`config.mk`:
```
export PLATFORM = sky130hd
export DESIGN_NAME = rf_ctrl
export DESIGN_NICKNAME = d
export VERILOG_FILES = /design/src/rtl/rf_ctrl.sv
export SDC_FILE = /design/constraint.sdc
export NUM_CORES = 1
export LEC_CHECK = 0
export ABC_AREA = 1
export BUFFER_PORTS_ARGS = -buffer_cell sky130_fd_sc_hd__buf_2
export CAP_MARGIN = 10
export CORE_MARGIN = 2
export CORE_UTILIZATION = 38
export CTS_CLUSTER_DIAMETER = 120
export DETAILED_ROUTE_END_ITERATION = 16
export GPL_TIMING_DRIVEN = 0
export PLACE_DENSITY = 0.8
export RECOVER_POWER = 25
export SLEW_MARGIN = 40
export SYNTH_ARGS = -nofsm -noshare
export SYNTH_HDL_FRONTEND = slang
export SYNTH_SLANG_ARGS = --single-unit
```
`constraint.sdc`:
```
create_clock -name clk -period 0.85 [get_ports clk]
set_clock_uncertainty 0.1 [all_clocks]
set_input_delay 0 -clock clk [delete_from_list [all_inputs] [get_ports clk]]
set_output_delay 0 -clock clk [all_outputs]
set_load 0.02 [all_outputs]
```
`src/rtl/rf_ctrl.sv`:
```
// -----------------------------------------------------------------------------
// rf_ctrl : sequencing controller for a synchronous-read register-file SRAM.
//
// Hardwires x0 to zero, discards writes to x0, and forwards a write to a read
// of the same address issued in the same cycle so the read returns the new
// value. The SRAM has a one-cycle read latency, no reset, and returns old data
// on a same-address read/write.
//
// Optional feature (macro RF_CLEAR_EN): after reset, every SRAM entry is
// written with zero before ready is raised. Without the macro, ready is high
// as soon as reset is released and SRAM contents are undefined until written.
//
// Ports:
//   clk, rst                      clock, asynchronous active-high reset
//   rs_req, rs1_addr, rs2_addr    read request and addresses (this cycle)
//   rd_we, rd_addr, rd_data       write request
//   rs1_data, rs2_data, rs_valid  read results, one cycle after rs_req
//   ready                         controller accepts reads and writes
//   sram_*                        SRAM read/write port connections
// -----------------------------------------------------------------------------
module rf_ctrl #(
    parameter int XLEN  = 32,
    parameter int depth = 5
) (
    input  logic             clk,
    input  logic             rst,
    input  logic             rs_req,
    input  logic [depth-1:0] rs1_addr,
    input  logic [depth-1:0] rs2_addr,
    input  logic             rd_we,
    input  logic [depth-1:0] rd_addr,
    input  logic [XLEN-1:0]  rd_data,
    output logic [XLEN-1:0]  rs1_data,
    output logic [XLEN-1:0]  rs2_data,
    output logic             rs_valid,
    output logic             ready,
    output logic [depth-1:0] sram_rs1_addr,
    output logic [depth-1:0] sram_rs2_addr,
    output logic             sram_we,
    output logic [depth-1:0] sram_waddr,
    output logic [XLEN-1:0]  sram_wdata,
    input  logic [XLEN-1:0]  sram_rs1_data,
    input  logic [XLEN-1:0]  sram_rs2_data
);

    localparam logic [depth-1:0] ZERO_ADDR = {depth{1'b0}};
    localparam logic [XLEN-1:0]  ZERO_DATA = {XLEN{1'b0}};

    logic run_s;       // controller is in RUN and honours requests
    logic wr_ok_s;     // accepted write to a non-x0 register

    logic            rs_valid_q;
    logic            zero1_q, zero2_q;
    logic            fwd1_q, fwd2_q;
    logic [XLEN-1:0] fwd_data_q;

`ifdef RF_CLEAR_EN
    localparam logic [depth-1:0] LAST_IDX = {depth{1'b1}};

    typedef enum logic {
        ST_CLEAR = 1'b0,
        ST_RUN   = 1'b1
    } state_t;

    state_t           state_q, state_d;
    logic [depth-1:0] clr_idx_q, clr_idx_d;

    // State register and clear index.
    always_ff @(posedge clk or posedge rst) begin
        if (rst) begin
            state_q   <= ST_CLEAR;
            clr_idx_q <= ZERO_ADDR;
        end else begin
            state_q   <= state_d;
            clr_idx_q <= clr_idx_d;
        end
    end

    // Next-state logic: walk every entry once, then stay in RUN.
    always_comb begin
        state_d   = state_q;
        clr_idx_d = clr_idx_q;
        case (state_q)
            ST_CLEAR: begin
                clr_idx_d = clr_idx_q + {{(depth-1){1'b0}}, 1'b1};
                if (clr_idx_q == LAST_IDX) begin
                    state_d = ST_RUN;
                end else begin
                    state_d = ST_CLEAR;
                end
            end
            ST_RUN: begin
                state_d = ST_RUN;
            end
            default: begin
                state_d   = ST_CLEAR;
                clr_idx_d = ZERO_ADDR;
            end
        endcase
    end

    assign run_s = (state_q == ST_RUN);
`else
    assign run_s = 1'b1;
`endif

    assign ready         = run_s;
    assign wr_ok_s       = rd_we && (rd_addr != ZERO_ADDR);
    assign sram_rs1_addr = rs1_addr;
    assign sram_rs2_addr = rs2_addr;

    // SRAM write port: clear sweep while clearing, otherwise the filtered write.
    always_comb begin
        sram_we    = run_s && wr_ok_s;
        sram_waddr = rd_addr;
        sram_wdata = rd_data;
`ifdef RF_CLEAR_EN
        if (!run_s) begin
            sram_we    = 1'b1;
            sram_waddr = clr_idx_q;
            sram_wdata = ZERO_DATA;
        end else begin
            sram_we    = wr_ok_s;
        end
`endif
    end

    // Read pipeline flags aligned with the SRAM's one-cycle read latency.
    always_ff @(posedge clk or posedge rst) begin
        if (rst) begin
            rs_valid_q <= 1'b0;
            zero1_q    <= 1'b1;
            zero2_q    <= 1'b1;
            fwd1_q     <= 1'b0;
            fwd2_q     <= 1'b0;
            fwd_data_q <= ZERO_DATA;
        end else begin
            rs_valid_q <= rs_req && run_s;
            if (run_s) begin
                zero1_q <= (rs1_addr == ZERO_ADDR);
                zero2_q <= (rs2_addr == ZERO_ADDR);
                // SRAM returns old data on a colliding write, so the new
                // value is captured here and substituted on the next cycle.
                fwd1_q  <= wr_ok_s && (rd_addr == rs1_addr);
                fwd2_q  <= wr_ok_s && (rd_addr == rs2_addr);
                if (rd_we) begin
                    fwd_data_q <= rd_data;
                end
            end
        end
    end

    assign rs_valid = rs_valid_q;
    // x0 beats forwarding, forwarding beats SRAM data.
    assign rs1_data = zero1_q ? ZERO_DATA : (fwd1_q ? fwd_data_q : sram_rs1_data);
    assign rs2_data = zero2_q ? ZERO_DATA : (fwd2_q ? fwd_data_q : sram_rs2_data);

endmodule
```
# Word level (Yosys, flattened, before mapping)
# Index checks and enable logic that the tools add are counted.
[classes]
n_eq_ne = 2
muxes = 4
reduce_logical = 6
[op_table]
columns = ["cell", "count"]
rows = [
  ["2-to-1 mux 32 bit", 4],
  ["equality test 5 bit", 2],
  ["zero test 5 bit", 2],
  ["nonzero test 5 bit", 1],
  ["logical AND 1 bit", 3],
]
[word_totals]
reg_bits = 37
wordCells = 18
output_inout_bits = 114
inputBits = 115

# Depth between registers and ports, before layout
# Gate-level depths: netlist of the first run.
[depth]
ltp_word = 3
ltp_mapped = 6
ltp_nobuf = 6

# Worst setup path before layout of the first run
# Ideal clock, no wire load.
[synth_timing]
kind = "reg2out"
start = "reg fwd1_q"
end = "out rs1_data[0]"
setup_slack_ns = -0.280
required_ns = 0.750
path_buffers = 2
t_arrival_ns = 1.030
path_stages_with_launch = 4
cell_sequence = "dfrtp_1 > buf_6 > buf_6 > a211oi_2"
[synth_between]
elab_chain_len = 2
[synth_rtl]
columns = ["element", "line_no", "source"]
rows = [
  ["from (decl)", "54", "logic fwd1_q, fwd2_q;"],
  ["from (signal assigned)", "144", "fwd1_q <= wr_ok_s && (rd_addr == rs1_addr);"],
  ["2-to-1 mux 32 bit (2 in a row)", "155", "assign rs1_data = zero1_q ? ZERO_DATA : (fwd1_q ? fwd_data_q : sram_rs1_data);"],
  ["to (decl)", "33", "output logic [XLEN-1:0] rs1_data,"],
]
# No other way between the ends.

# Final worst setup path of the first run
[layout_timing]
start = "reg fwd2_q"
end = "out rs2_data[28]"
[layout_between]
elab_chain_len = 2
[layout_rtl]
columns = ["element", "line_no", "source"]
rows = [
  ["from (decl)", "54", ""],
  ["from (signal assigned)", "145", "fwd2_q <= wr_ok_s && (rd_addr == rs2_addr);"],
  ["2-to-1 mux 32 bit (2 in a row)", "156", "assign rs2_data = zero2_q ? ZERO_DATA : (fwd2_q ? fwd_data_q : sram_rs2_data);"],
  ["to (decl)", "34", "output logic [XLEN-1:0] rs2_data,"],
]
# No other way between the ends.

==> impl_metrics.csv, run 1 <==
group,metric,value,unit
clocking,cts_buffers,5,
global_routing,grt-ovfl-total,0,
cells_and_area,area_growth,97.89,%
routing,drtAntennaViolNets,0,
synthesis,synth-simple-area-share,0.1614,
routing,vias,3785,
power_and_ir_drop,clkPwrFrac,0.189,
power_and_ir_drop,static-leakage-power,3.009,nW
power_and_ir_drop,ir_drop,0.6962,mV
synthesis,seq_area_frac_synth,0.2900,
sta,fmax,662.7,MHz
sta,finalSetupTns,-39.57,ns
critical_path,critPathRequiredTime,0.75,ns
global_routing,antenna_found_initial,0,
sta,max_slew_margin,0.5249,
place,port_buffers,226,
power_and_ir_drop,power,6.293,mW
sta,drv_slew,0,
global_routing,grt_pass1_wl,18150,um
clocking,cts.reportedPaths.clkPinSlew,0.08,ns
critical_path,critical_path.top_delay_family,"buffers and inverters",
cells_and_area,drive_gt1_frac,0.6834,
synthesis,synth_top_area_share,0.2735,
critical_path,critPathBufInv,3,
die,num_rows,33,
sta,setup_ws,-0.6589,ns
critical_path,critical_path_class,"register to output port",
synthesis,synth_fa_ha_area_frac,0,
power_and_ir_drop,sw_frac_of_total,0.3740,
global_routing,grt_max_degree,38,
status,status,"finished, violations left",
die,ioPinCount,229,
critical_path,endpoint_kind,"output port",
synthesis,yosys.area.top_type,"dfrtp_1",
routing,via_per_inst,4.846,
die,core_area,8175,um2
critical_path,slowest_delay,0.40,ns
synthesis,avgSynthCellArea,8.168,um2
sta,finalHoldWorstSlack,-0.3201,ns
clocking,clock-root-buffer,"clkbuf_8",
sta,layout_min_cycle_time,1.509,ns
synthesis,synth.area.top_cells,"dfrtp_1 27%, a211oi_2 25%, buf_4 13%",
clocking,h-tree-depth,2,
sta,setup_viol,66,
place,dpl.hpwl,8262,um
die,die_h,95.79,um
power_and_ir_drop,powerDensity,993.1,nW/um2
power_and_ir_drop,p_sw,2.353,mW
clocking,clock_sinks,37,
power_and_ir_drop,pwr-share-seq,0.313,
status,violations,"negative hold slack, negative setup slack",
job,drv_cap,0,
synthesis,ys_ff_latch,37,
sta,rsz0062_at_grt,"true",
power_and_ir_drop,p_int,3.939,mW
global_routing,track_usage,0.2582,
synthesis,synth-xor-area-share,0.005471,
power_and_ir_drop,combPwrFrac,0.498,
sta,min_period_over_period,1.775,
critical_path,cpMaxStageDelayCell,"dfrtp_1",
critical_path,crit_path_max_fanout,10,
routing,dr.pass1.iters,4,
clocking,cts_max_path_buffers,2,
place,dp_slack,-0.4530,ns
sta,hold_viol_final,21,
synthesis,synth_warnings,0,
die,die_area,9176,um2
synthesis,synth_compound_area_frac,0.3001,
routing,wirelength,12530,um
clocking,tritoncts,"done",
routing,drc_errors,0,
place,gp_congestion,0.8322,
routing,drt-initial-drc-count,116,
synthesis,synthDistinctLibCells,15,
synthesis,synthesis.nets,507,
critical_path,crit_arrival,1.41,ns
cells_and_area,final_util,0.7750,
sta,worst_slew_pin_slew,0.7087,ns
critical_path,startpoint_type,"register",
synthesis,synth.cell_area,3202,um2
clocking,insertion_delay,0.28,ns
routing,drt-wirelength-per-cell,16.04,um
cells_and_area,antennaDiodeCount,0,
die,die_x,95.79,um
min_path,hp-class,"primary input to async pin",
critical_path,cp_cell_sequence,"buf_12 > buf_12 > a211oi_4 > buf_6",
die,start_util,0.3916,
critical_path,cpMostUsedCell,"buf_12",
synthesis,synthCells,392,
global_routing,grt_pass1_vias,3899,
synthesis,synth_top_family_by_area,"compound AO/OA/AOI/OAI gates",
synthesis,muxShareOfSynthArea,0,
cells_and_area,nets,790,
-- cells in the mapped netlist --
master and number:
dfrtp_1 35, buf_4 56, buf_2 4, nor3_1 3
o21ai_0 32, conb_1 1, dfstp_2 2, a211oi_2 64
buf_6 14, nand2_1 57, xnor2_1 2, nand3_1 5
nor2_1 70, inv_1 46, clkbuf_1 1
-- final timing paths --
check	startpoint	end	slack, ns	depth (start not counted)
min in group clk	rs2_addr[0]	zero2_q$_DFF_PP1_	-0.11	4
worst max register to register	fwd_data_q[28]$_DFFE_PP0P_	fwd_data_q[28]$_DFFE_PP0P_	0.01	2
worst min register to register	fwd_data_q[10]$_DFFE_PP0P_	fwd_data_q[10]$_DFFE_PP0P_	0.47	2
max in group asynchronous	rst	fwd_data_q[18]$_DFFE_PP0P_	0.19	3
worst max-delay path	fwd2_q$_DFF_PP0_	rs2_data[28]	-0.66	4
worst min-delay path	rst	fwd_data_q[28]$_DFFE_PP0P_	-0.32	2
-- worst register-to-register path: stages, from the launching register on --
cell	delay (ns)
dfrtp_1	0.39
inv_2	0.13
o21ai_0	0.10
-- cell usage in the layout (no fill, tap or decap) --
cell / Yosys / layout
conb_1: 1 / 1
buf_16: 0 / 3
clkbuf_1: 1 / 4
o21ai_1: 0 / 7
buf_6: 14 / 65
dlygate4sd3_1: 0 / 39
buf_2: 4 / 165
nand3_1: 5 / 5
dfrtp_1: 35 / 35
inv_1: 46 / 13
o21ai_0: 32 / 25
buf_8: 0 / 2
nor2_2: 0 / 43
buf_4: 56 / 54
inv_2: 0 / 31
a211oi_4: 0 / 64
nor2_1: 70 / 27
nand2_1: 57 / 56
inv_4: 0 / 1
clkbuf_8: 0 / 5
nor3_1: 3 / 1
nor3_2: 0 / 2
clkbuf_4: 0 / 1
clkbuf_16: 0 / 3
xnor2_2: 0 / 1
clkinvlp_2: 0 / 1
nand2_2: 0 / 1
dfstp_2: 2 / 2
buf_12: 0 / 18
xnor2_1: 2 / 1
-- registers in the layout, summed over array words and instances (netlist names) --
signal / flops
fwd_data_q: 32
fwd1_q: 1
fwd2_q: 1
zero1_q: 1
zero2_q: 1
rs_valid: 1
-- area by class of cell --
cell class,count,area [um2]
Multi-Input combinational cell,234,2107
Clock buffer,8,80.08
Fill cell,525,1839
Inverter,46,176.4
Timing Repair Buffer,276,2108
Buffer,75,804.5
Sequential cell,37,928.4
Tap cell,105,131.4
-- power groups by stage --
stage                     Combinational (mW)  Clock [mW]  Sequential, mW
after detailed placement                2.50           0            1.98
after floorplan                         1.71           0            1.97
after CTS                               3.00        1.23            1.97
final                                   3.13        1.19            1.97
after global routing                    3.33        1.30            1.98
after global placement                  2.44           0            1.97
-- through the flow --
stage                     std cells  instance area [um2]
final                           781                 6336
after global routing            781                 6336
after floorplan                 392                 3764
after detailed placement        723                 5026
after CTS                       777                 6105
after global placement          723                 5026
-- cell families (layout without fill, tap and decap cells) --
group	after synthesis	after routing
AOI/OAI and AO/OA	96	96
DFF	37	37
xor gates and xnor gates	2	2
other	1	1
and+or+nand+nor	135	135
buffers and inverters	121	405
-- repair_timing --
| item | in CTS | in global routing |
|---|---|---|
| setup buffers | 5 | 1 |
| cloned | 1 | 3 |
| endpoints found under the hold margin | 72 | 41 |
| endpoints found under the setup margin | 93 | 80 |
| hold buffers | 40 | 2 |
| gates resized for setup | 193 | 52 |
-- per-layer routing --
layer,vias to the layer above,share of wire,global-route usage
met5,-,0,0
met2,175,0.57,0.5035
met4,0,0.021,0.09048
li1,1746,-,-
met1,1838,0.35,0.2721
met3,26,0.058,0.05090
Power figures use the tool's default switching activity.
==> run 2, diff against run 1 <==
--- a/config.mk
+++ b/config.mk
@@ -9,12 +9,13 @@
 export BUFFER_PORTS_ARGS = -buffer_cell sky130_fd_sc_hd__buf_2
 export CAP_MARGIN = 10
 export CORE_MARGIN = 2
-export CORE_UTILIZATION = 38
+export CORE_UTILIZATION = 25
 export CTS_CLUSTER_DIAMETER = 120
 export DETAILED_ROUTE_END_ITERATION = 16
 export GPL_TIMING_DRIVEN = 0
-export PLACE_DENSITY = 0.8
+export PLACE_DENSITY = 0.58
 export RECOVER_POWER = 25
+export REMOVE_ABC_BUFFERS = 1
 export SLEW_MARGIN = 40
 export SYNTH_ARGS = -nofsm -noshare
 export SYNTH_HDL_FRONTEND = slang
==> run 2 against run 1 <==
  * The flow still finishes with violations (negative hold slack, negative setup slack)
  * Global-route usage fell by 10 points
  * Clock power rose by 51%
  * Worst setup slack got worse by 0.067 ns
  * Die area rose by 50%
  * Non-clock buffer count fell by 66
  * Sequential share of layout area rose by 3.4 points
  * Worst hold slack improved by 0.20 ns
  * Final cell count rose by 0.13%
  * Power fell by 1.9%
  * Critical path depth did not move
  * Combinational power fell by 23%
  * Design area fell by 17%
  * Critical endpoint is now rs1_data[1]
==> impl_metrics.csv, run 2 (synthesized netlist as in run 1, its figures left out) <==
group,metric,value,unit
power_and_ir_drop,static-leakage-power,2.490,nW
sta,setup_viol,67,
clocking,clock-root-buffer,"clkbuf_16",
cells_and_area,final_common_cell,"buf_2",
cells_and_area,layout_common_cells,"130 x buf_2, 61 x buf_4, 59 x a211oi_2",
global_routing,grt_pass1_wl,16040,um
die,core_area,12570,um2
status,violations,"negative hold slack, negative setup slack",
clocking,cts_buffers,5,
cells_and_area,area_growth,63.54,%
cells_and_area,nets,724,
routing,drt-wirelength-per-cell,15.42,um
job,drv_cap,0,
sta,rsz0062_at_grt,"true",
routing,drc_errors,0,
cells_and_area,largest_register_ffs,32,
clocking,h-tree-depth,2,
global_routing,grt_max_degree,66,
sta,hold_viol_final,4,
critical_path,startpoint_type,"register",
power_and_ir_drop,power,6.174,mW
clocking,cts_max_path_buffers,2,
critical_path,crit_arrival,1.48,ns
global_routing,antenna_found_initial,0,
sta,fmax,634.5,MHz
critical_path,endpoint_kind,"output port",
clocking,cts.reportedPaths.clkPinSlew,0.06,ns
routing,wirelength,12060,um
die,die_area,13730,um2
die,num_rows,41,
clocking,insertion_delay,0.28,ns
power_and_ir_drop,powerDensity,1179,nW/um2
die,start_util,0.2548,
cells_and_area,antennaDiodeCount,0,
sta,min_period_over_period,1.854,
min_path,hp-class,"primary input to register",
die,die_x,117.2,um
die,die_h,117.2,um
sta,drv_slew,0,
routing,drtAntennaViolNets,0,
routing,dr.pass1.iters,4,
sta,layout_min_cycle_time,1.576,ns
place,dpl.hpwl,6792,um
place,gp_congestion,0.8307,
global_routing,grt-ovfl-total,0,
routing,vias,3459,
critical_path,crit_path_max_fanout,5,
status,status,"finished, violations left",
power_and_ir_drop,ir_drop,0.6632,mV
die,ioPinCount,229,
cells_and_area,top_register,"fwd_data_q",
global_routing,grt_pass1_vias,3130,
routing,via_per_inst,4.423,
clocking,clock_sinks,37,
cells_and_area,drive_gt1_frac,0.5410,
sta,finalHoldWorstSlack,-0.1215,ns
cells_and_area,final_util,0.4166,
critical_path,critPathRequiredTime,0.75,ns
global_routing,track_usage,0.1548,
place,port_buffers,227,
critical_path,critical_path_class,"register to output port",
sta,setup_ws,-0.7261,ns
routing,drt-initial-drc-count,89,
clocking,tritoncts,"done",
-- run 2: cell count changes in the layout (fill, tap and decap cells not counted), sizes merged --
cell / delta
inv: +1
clkbuf: +27
buf: -92
clkinvlp: -1
dlygate4sd3: -1
-- run 2: path summary, 6_finish.rpt --
check,from,cells past startpoint,endpoint,slack (ns)
worst max-delay path,fwd1_q$_DFF_PP0_,4,rs1_data[1],-0.73
worst min-delay path,rs2_addr[0],4,zero2_q$_DFF_PP1_,-0.12
worst max register to register,fwd_data_q[3]$_DFFE_PP0P_,2,fwd_data_q[3]$_DFFE_PP0P_,0.04
worst min register to register,fwd_data_q[11]$_DFFE_PP0P_,2,fwd_data_q[11]$_DFFE_PP0P_,0.46
max in group asynchronous,rst,3,zero1_q$_DFF_PP1_,0.18
min in group asynchronous,rst,3,fwd_data_q[23]$_DFFE_PP0P_,0.16
-- run 2: metal layers --
metal | vias up | wire [um] | global-route usage | share of wire
met2 | 165 | 6209 | 0.2958 | 0.51
met3 | 13 | 533 | 0.02369 | 0.044
li1 | 1663 | - | - | -
met1 | 1618 | 5090 | 0.1773 | 0.42
met5 | - | 0 | 0 | 0
met4 | 0 | 227 | 0.04314 | 0.019
-- run 2: area by class of cell --
cell class | count | area [um2]
tap | 172 | 215.2
timing repair buffer | 285 | 2078
clock buffer | 8 | 136.4
multi-input combinational | 234 | 1685
inverter | 46 | 177.7
sequential | 37 | 943.4
fill | 1268 | 7332
-- run 2: report_power, final --
part | total, mW | internal [mW] | switching (mW)
clock | 1.80 | 1.09 | 0.708
combinational | 2.42 | 1.04 | 1.37
sequential | 1.96 | 1.91 | 0.0534
total | 6.17 | 4.04 | 2.13
-- run 2: worst max-delay path, cell delays in order (launching register included) --
cell and delay, ns:
dfrtp_4 0.52, buf_12 0.16, buf_16 0.14, a211oi_2 0.19, buf_4 0.17
-- run 2: metrics by stage --
stage | cell area [um2] | hold slack (ns) | cells | worst slack, ns | setup TNS (ns)
finish | 5236 | -0.1215 | 782 | -0.7261 | -43.27
global route | 5236 | -0.09186 | 782 | -0.7673 | -46.22
CTS | 5034 | -0.1250 | 780 | -0.7407 | -43.23
detailed placement | 4011 | -0.02766 | 718 | -0.7529 | -38.88
global placement | 3951 | 0.01065 | 716 | -2.132 | -166.18
floorplan | 2600 | -0.1000 | 317 | -1.435 | -94.54
-- run 2: timing repair --
| action | in CTS | in global routing |
|---|---|---|
| gates resized for setup | 75 | 65 |
| setup buffers | 11 | 1 |
| gates cloned | 2 | 4 |
| endpoints found under the hold margin | 72 | 4 |
| hold buffers | 41 | 2 |
| setup endpoints to repair | 66 | 117 |
| pin swaps | 4 | 18 |
